File: src/rtl/rf_wb_scheduler.sv
// rf_wb_scheduler: round-robin ALU/LSU writeback arbiter with registered RF write port and busy scoreboard
module rf_wb_scheduler #(
  parameter int XLEN = 32
) (
  input  logic            clk,
  input  logic            rst_n,
  input  logic            iss_valid,
  input  logic [4:0]      iss_rs1,
  input  logic [4:0]      iss_rs2,
  input  logic            iss_rs1_valid,
  input  logic            iss_rs2_valid,
  input  logic [4:0]      iss_rd,
  input  logic            iss_rd_we,
  output logic            iss_stall,
  input  logic            alu_valid,
  input  logic [4:0]      alu_rd,
  input  logic [XLEN-1:0] alu_data,
  output logic            alu_ready,
  input  logic            lsu_valid,
  input  logic [4:0]      lsu_rd,
  input  logic [XLEN-1:0] lsu_data,
  output logic            lsu_ready,
  output logic            rf_wr_en,
  output logic [4:0]      rf_rd,
  output logic [XLEN-1:0] rf_result,
  output logic [31:0]     busy
);
  logic            last_lsu;
  logic            xfer;
  logic [4:0]      wb_rd;
  logic [XLEN-1:0] wb_data;
  logic [31:0]     set_v;
  logic [31:0]     clr_v;
  // last_lsu set means LSU took the most recent contended grant, so ALU wins the next one
  assign alu_ready = alu_valid && (!lsu_valid || last_lsu);
  assign lsu_ready = lsu_valid && (!alu_valid || !last_lsu);
  assign xfer      = alu_ready || lsu_ready;
  assign wb_rd     = lsu_ready ? lsu_rd : alu_rd;
  assign wb_data   = lsu_ready ? lsu_data : alu_data;
  assign iss_stall = iss_valid && ((iss_rs1_valid && busy[iss_rs1]) ||
                                   (iss_rs2_valid && busy[iss_rs2]) ||
                                   (iss_rd_we && busy[iss_rd]));
  always_comb begin
    set_v = (iss_valid && !iss_stall && iss_rd_we) ? (32'd1 << iss_rd) : 32'd0;
    clr_v = rf_wr_en ? (32'd1 << rf_rd) : 32'd0;
  end
  always_ff @(posedge clk or negedge rst_n) begin
    if (!rst_n) begin
      busy      <= '0;
      last_lsu  <= 1'b0;
      rf_wr_en  <= 1'b0;
      rf_rd     <= '0;
      rf_result <= '0;
    end else begin
      busy     <= ((busy & ~clr_v) | set_v) & ~32'd1;
      rf_wr_en <= xfer && (wb_rd != 5'd0);
      if (alu_valid && lsu_valid) last_lsu <= lsu_ready;
      if (xfer) begin
        rf_rd     <= wb_rd;
        rf_result <= wb_data;
      end
    end
  end
endmodule

File: config.mk
export PLATFORM = sky130hd
export DESIGN_NAME = rf_wb_scheduler
export DESIGN_NICKNAME = d
export VERILOG_FILES = /design/src/rtl/rf_wb_scheduler.sv
export SDC_FILE = /design/constraint.sdc
export NUM_CORES = 1
export LEC_CHECK = 0
export ABC_AREA = 1
export ABC_CLOCK_PERIOD_IN_PS = 2800
export BUFFER_PORTS_ARGS = -buffer_cell sky130_fd_sc_hd__buf_2
export CORE_UTILIZATION = 35
export CTS_BUF_LIST = sky130_fd_sc_hd__clkbuf_4 sky130_fd_sc_hd__clkbuf_8
export DETAILED_ROUTE_END_ITERATION = 8
export GPL_TIMING_DRIVEN = 0
export PLACE_DENSITY = 0.71
export REMOVE_ABC_BUFFERS = 1
export SLEW_MARGIN = 20
export SYNTH_ARGS = -nofsm -noshare
export SYNTH_HDL_FRONTEND = slang
export SYNTH_SLANG_ARGS = --single-unit
export TNS_END_PERCENT = 1
File: constraint.sdc
create_clock -name clk -period 2.8 [get_ports clk]
set_input_delay 0.42 -clock clk [delete_from_list [all_inputs] [get_ports clk]]
set_output_delay 0.42 -clock clk [all_outputs]
set_load 0.05 [all_outputs]
==> results.md, run 1 <==
* Top-count cell post-synth: nand2_1
* Launching point of the worst reg2reg path: busy[15]
* P_leak at 2.91 nW
* Cell Pwr Density at 882 nW/µm²
* First-pass GRT wire length at 23,800 µm
* Number of synthesized flops with an enable pin at 0
* Fin util at 0.447
* Synth Cell Area at 4600 µm²
* Critical path buffer and inverter count at 4
* Synth Register Bits at 70
* Fin nets at 919
* Critical-path top delay cell: buf_2
* Iteration-0 DRC Markers at 450
* Vias in the first global route at 4,659
* Final hold vios at 0
* Slew Limit Fails at 0
* DRT Wirelength at 15,200 µm
* Yosys Warn Count at 0
* Cell Chain, Critical Path: buf_2, clkinv_2, nand2_1, nand3_1, nand2_1, nand2_1, nand3_1, nand3_1, nand3_1, nand2_2, o21ai_0, inv_1, buf_2
* CTS max path bufs at 2
* Total clock sinks at 70
* Gr usage total at 0.229
* Worst-path clk slew at 0.08 ns
* Worst skew pair latency at 0.35 ns
* Slew headroom at 0.245
* Core ar. at 12,700 µm²
* Register area at 1750 µm²
* Synth top area share at 0.381
* Layout fillers at 1,385
* Initial antenna violation count at 1
* WHS at 0.329 ns
* CP max stage delay at 0.29 ns
* Die area at 13,600 µm²
* Rows at 41
* Synth area leaders: dfrtp_1 (38%), nand2_1 (15%), o21ai_0 (12%), nand3_1 (11%), nor2_1 (6.4%)
* Critical path required time at 2.38 ns
* Most used cell, CP: nand3_1
* Fin Setup TNS at 0 ns
* Final Skew at 0.0115 ns
* I/O pin cnt at 170
* Largest net degree at the start of global routing at 45
* CTS tree: built
* MaxCap Viol Count at 0
* P&R area growth vs syn at 23.7%
* Fmax at 384 MHz
* Cell family with most CP delay: buffers and inverters
* Synth async-reset ratio at 1.00
* Setup Buffers After CTS at 0
* Status: complete, no violations
* Area of the multi-input gates at 2380 µm²
* HP Start: lsu_valid
* Mean Syn Cell Area at 6.74 µm²
* Ys flop type: dfrtp_1
* CP Capture Type: output port
* Period minus WS final at 2.61 ns
* Hold Path Class: primary input to flip-flop
* Total congestion overflow at 0
* RSZ-0062 raised after global routing: no
* Yosys cell types at 32
* Via density at 5.12
* # setup viols final at 0
* Slew @ Worst Pin at 1.13 ns
* Routed len/inst at 15.2 µm
* Die width at 117 µm
* Num CTS Buffers at 9
* Pre-CTS WS at -0.311 ns
* Sequential area share after synthesis at 0.381
* Worst Setup Start Kind: primary input
* WS Path Type: primary input to output port
* Crit path from: iss_rs2[0]
* Clock Tree Root: clkbuf_8
* Max FO, Critical Path at 17
* Commonest cells in the netlist: nand2_1 (183), o21ai_0 (107), nand3_1 (103)
* R2r setup slk at 0.67 ns
* Hpwl dp at 11,100 µm
* H-Tree Depth at 3
* Post-synth top area cell: dfrtp_1
* Die height at 117 µm
* Gate Count Post-Synth at 683
* WP data arrival at 2.19 ns
* Initial Util at 0.362
* DR DRC count at 0
* GPL Wtd Cong at 0.931
* Period utilization at 0.931
* Worst VDD drop at 0.324 mV
* Total power draw at 5.02 mW
* Final setup margin at 0.193 ns
* Post-route ant nets at 0
* Share of cells above drive strength 1 at 0.258
* DR pass1 iterations at 5
* Port buffer count at 168
* DR vias at 5,115
-- flip-flops by register name, summed over array words and instances (netlist names) --
register,flops
rf_wr_en,1
last_lsu,1
rf_rd,5
busy,31
rf_result,32
-- power breakdown --
group	switching, mW	internal [mW]
clock	0.405	0.510
sequential	0.330	1.30
combinational	1.90	0.569
-- cells by family after synthesis --
| group | count (synthesis) | synth area share |
|---|---|---|
| and+or+nand+nor | 396 | 0.378 |
| AOI/OAI and AO/OA | 112 | 0.125 |
| buffers and inverters | 99 | 0.105 |
| DFF | 70 | 0.381 |
| muxes | 5 | 0.0109 |
| other | 1 | 0.000815 |
-- per-stage QoR --
step / std cells / cell area (µm²)
5_1_grt: 1000 / 5690
3_3_place_gp: 980 / 5390
2_1_floorplan: 640 / 4340
4_1_cts: 999 / 5690
3_5_place_dp: 982 / 5460
6_report: 1000 / 5690
-- cells in the final DEF (no fill, tap or decap) --
cell / instances
nand2_1: 182
buf_2: 167
o21ai_0: 107
nand3_1: 103
nor2_1: 78
dfrtp_1: 70
inv_1: 49
nand3_2: 10
clkbuf_8: 9
nor4_1: 5
mux2i_1: 5
nand4_1: 4
nor3_1: 4
nand2_2: 3
inv_4: 3
inv_2: 3
clkinv_2: 3
nand2_4: 2
nor2_2: 2
nor2_4: 2
bufinv_16: 2
buf_16: 2
diode_2: 1
a21oi_2: 1
o211ai_1: 1
o31ai_1: 1
a21boi_0: 1
and3_1: 1
a31oi_1: 1
conb_1: 1
clkbuf_4: 1
clkinvlp_4: 1
clkinv_4: 1
dlygate4sd3_1: 1
buf_4: 1
-- per-layer routing --
metal  routed length, µm  global-route usage  up-vias
met5                   0                   0        -
met3                1320              0.0555       19
li1                    -                   -     2511
met4                 242              0.0650        0
met1                6500               0.295     2335
met2                7150               0.383      250
-- worst paths after layout --
path | cells past startpoint | end
setup / recovery | 13 | iss_stall
hold / removal | 2 | last_lsu
setup reg to reg | 11 | busy[30]
hold reg to reg | 2 | rf_result[20]
max in group asynchronous | 3 | rf_result[31]
min in group asynchronous | 2 | busy[3]
-- repair_timing --
item	CTS	global route
gates resized for setup	1	1
hold endpoints to repair	26	0
cloned	0	0
endpoints found under the setup margin	1	1
hold buffers	1	0
-- final cells by class --
class,instances,area share
Clock buffer,10,0.0231
Clock inverter,6,0.0152
Timing Repair Buffer,171,0.160
Sequential cell,70,0.308
Tap cell,172,0.0378
Antenna cell,1,0.000440
Multi-Input combinational cell,514,0.418
Inverter,56,0.0385
No activity file was read; power rests on OpenSTA's default activity.
==> inputs of run 2 (changes only) <==
--- a/config.mk
+++ b/config.mk
@@ -5,14 +5,14 @@
 export SDC_FILE = /design/constraint.sdc
 export NUM_CORES = 1
 export LEC_CHECK = 0
-export ABC_AREA = 1
 export ABC_CLOCK_PERIOD_IN_PS = 2800
 export BUFFER_PORTS_ARGS = -buffer_cell sky130_fd_sc_hd__buf_2
+export CORE_MARGIN = 2
 export CORE_UTILIZATION = 35
 export CTS_BUF_LIST = sky130_fd_sc_hd__clkbuf_4 sky130_fd_sc_hd__clkbuf_8
 export DETAILED_ROUTE_END_ITERATION = 8
 export GPL_TIMING_DRIVEN = 0
-export PLACE_DENSITY = 0.71
+export PLACE_DENSITY = 0.73
 export REMOVE_ABC_BUFFERS = 1
 export SLEW_MARGIN = 20
 export SYNTH_ARGS = -nofsm -noshare
==> run 2 against run 1 <==
The run now ends with negative hold slack, negative setup slack left. Critical endpoint unchanged. Synthesized area shrank 12%. Combinational power up 39%. Non-clock buffer count rose by 30. Setup slack got worse by 0.22 ns. Via count is 17% lower. Worst hold slack got worse by 0.33 ns.
==> results.md, run 2 <==
* First-pass GRT wire length at 21,300 µm
* Clock Tree Root: clkbuf_8
* Total power draw at 6.22 mW
* Via density at 5.74
* CP endpoint: iss_stall
* Worst-path clk slew at 0.07 ns
* Gate Count Post-Synth at 412
* Design area at 5520 µm²
* Post-route ant nets at 0
* R2r setup slk at 0.12 ns
* Cell family with most CP delay: multiplexers
* Failing checks: negative hold slack, negative setup slack
* Yosys Warn Count at 0
* P&R area growth vs syn at 36.3%
* Die height at 112 µm
* CP Capture Type: output port
* Largest regs: rf_result (32), busy (31), rf_rd (5)
* Total clock sinks at 70
* CP max stage delay at 0.51 ns
* # setup viols final at 1
* Rows at 39
* Core ar. at 11,400 µm²
* Synth area leaders: dfrtp_1 (43%), nor2_1 (6.4%), mux4_2 (6.1%), mux2i_1 (5.7%), o41ai_1 (5.2%)
* Vias in the first global route at 4,087
* WHS at -0.00405 ns
* Sequential area share after synthesis at 0.432
* RSZ-0062 raised after global routing: yes
* Num CTS Buffers at 9
* Final hold vios at 2
* Ys flop type: dfrtp_1
* Critical path required time at 2.38 ns
* Most flops, register: rf_result
* Critical path buffer and inverter count at 1
* Synth top area share at 0.432
* Number of synthesized flops with an enable pin at 0
* Synth Register Bits at 70
* Cell Chain, Critical Path: mux4_2, mux4_2, mux2i_4, o22ai_4, o21a_1, buf_6
* Period minus WS final at 2.83 ns
* Mean Syn Cell Area at 9.83 µm²
* Fin util at 0.486
* I/O pin cnt at 170
* Status: finished, violations left
* Commonest cells in the netlist: dfrtp_1 (70), nor2_1 (69), nand2_1 (32), o21ai_0 (32), o22ai_1 (32)
* Register area at 1750 µm²
* Iteration-0 DRC Markers at 296
* Critical-path top delay cell: mux4_2
* R2R cell count at 7
* Gr usage total at 0.214
* Die width at 112 µm
* Instance count on the critical path at 6
* Synth Cell Area at 4050 µm²
* H-Tree Depth at 3
* Commonest non-fill, non-tap cells in the layout: buf_2 (165), nor2_1 (69), dfrtp_1 (68)
* Initial Util at 0.356
* Post-Place Cell Area at 4980 µm²
* Yosys cell types at 48
* Non-Filler Instances at 742
* DRT Wirelength at 13,500 µm
* Top-count cell post-synth: dfrtp_1
* Hold Path Class: primary input to async pin
* Port buffer count at 168
* Largest net degree at the start of global routing at 45
* Synth async-reset ratio at 1.00
* Total congestion overflow at 0
* Worst VDD drop at 0.749 mV
* Fmax at 353 MHz
* Most used cell, CP: mux4_2
* DR pass1 iterations at 5
* Fin nets at 691
* WP data arrival at 2.41 ns
* Initial antenna violation count at 0
* Cell Pwr Density at 1130 nW/µm²
* Routed len/inst at 18.3 µm
* Launching point of the worst reg2reg path: busy[26]
* Hpwl dp at 9550 µm
* Die area at 12,500 µm²
* MaxCap Viol Count at 0
* Crit path from: busy[26]
* Post-synth top area cell: dfrtp_1
* Area of the multi-input gates at 2190 µm²
* GPL Wtd Cong at 0.924
* Period utilization at 1.01
* Final Skew at 0.00652 ns
* Placed Cells at 693
* Number of flip-flops in the largest register at 32
* CTS max path bufs at 2
* Worst Setup Start Kind: flip-flop
* CTS tree: built
* Final setup margin at -0.0303 ns
* Worst R2R End: busy[10]
* DR vias at 4,259
* Slew headroom at 0.480
* DR DRC count at 0
* Layout fillers at 1,081
* P_leak at 2.51 nW
* Slew Limit Fails at 0
* Worst skew pair latency at 0.35 ns
* Antenna Cells at 0
* Max FO, Critical Path at 3
* Commonest non-fill, non-tap cell in the layout: buf_2
* Share of cells above drive strength 1 at 0.439
* Slew @ Worst Pin at 0.780 ns
* WS Path Type: flip-flop to output port
==> run 2: repair_timing <==
action,CTS,global route
setup buffers,27,4
resized for setup,13,3
pin swaps,2,1
endpoints found under the hold margin,0,0
cloned,1,1
endpoints found under the setup margin,1,1
hold buffers,0,0
==> run 2: layout make-up <==
type / instances / area share
Multi-Input combinational cell: 307 / 0.396
Sequential cell: 70 / 0.318
Timing Repair Buffer: 201 / 0.205
Clock buffer: 14 / 0.0349
Tap cell: 143 / 0.0324
Clock inverter: 2 / 0.0109
Inverter: 5 / 0.00340
==> run 2: worst min-delay path by stage <==
| stage | from | to |
|---|---|---|
| 3_3_place_gp | last_lsu | last_lsu |
| 6_report | rst_n | busy[14] |
| 2_1_floorplan | rst_n | busy[10] |
| 3_5_place_dp | rst_n | busy[14] |
| 4_1_cts | rst_n | rf_rd[4] |
| 5_1_grt | rst_n | busy[14] |
==> run 2: kinds of logic (layout without fill, tap and decap cells) <==
kind of cell	count (synthesis)	in the layout	synth area share
flip-flops	70	70	0.432
AND/OR/NAND/NOR	142	142	0.159
buffers and inverters	37	222	0.0454
XOR/XNOR	1	1	0.00216
multiplexers	42	42	0.151
AO/OA/AOI/OAI	119	121	0.209
other	1	1	0.000926
==> run 2: where the power goes <==
| group | switching [mW] | internal, mW |
|---|---|---|
| clock network | 0.377 | 0.624 |
| logic | 2.28 | 1.16 |
| registers | 0.403 | 1.37 |
==> run 2: metal layers <==
metal  routed length [µm]  part of all wire  global-route usage  vias to the layer above
met1                 5340              0.39               0.270                     2013
met2                 6320              0.47               0.342                      299
li1                     -                 -                   -                     1929
met4                  209             0.015              0.0749                        0
met3                 1680              0.12              0.0757                       18
met5                    0                 0                   0                        -
==> run 2: metrics by stage <==
stage,setup WS [ns],hold slack [ns],setup TNS [ns]
2_1_floorplan,-0.447,0.124,-0.800
3_3_place_gp,-0.688,0.485,-7.61
3_5_place_dp,-0.539,0.389,-1.89
4_1_cts,0.00188,0.0107,0
5_1_grt,-0.0847,0.0198,-0.0847
6_report,-0.0303,-0.00405,-0.0303
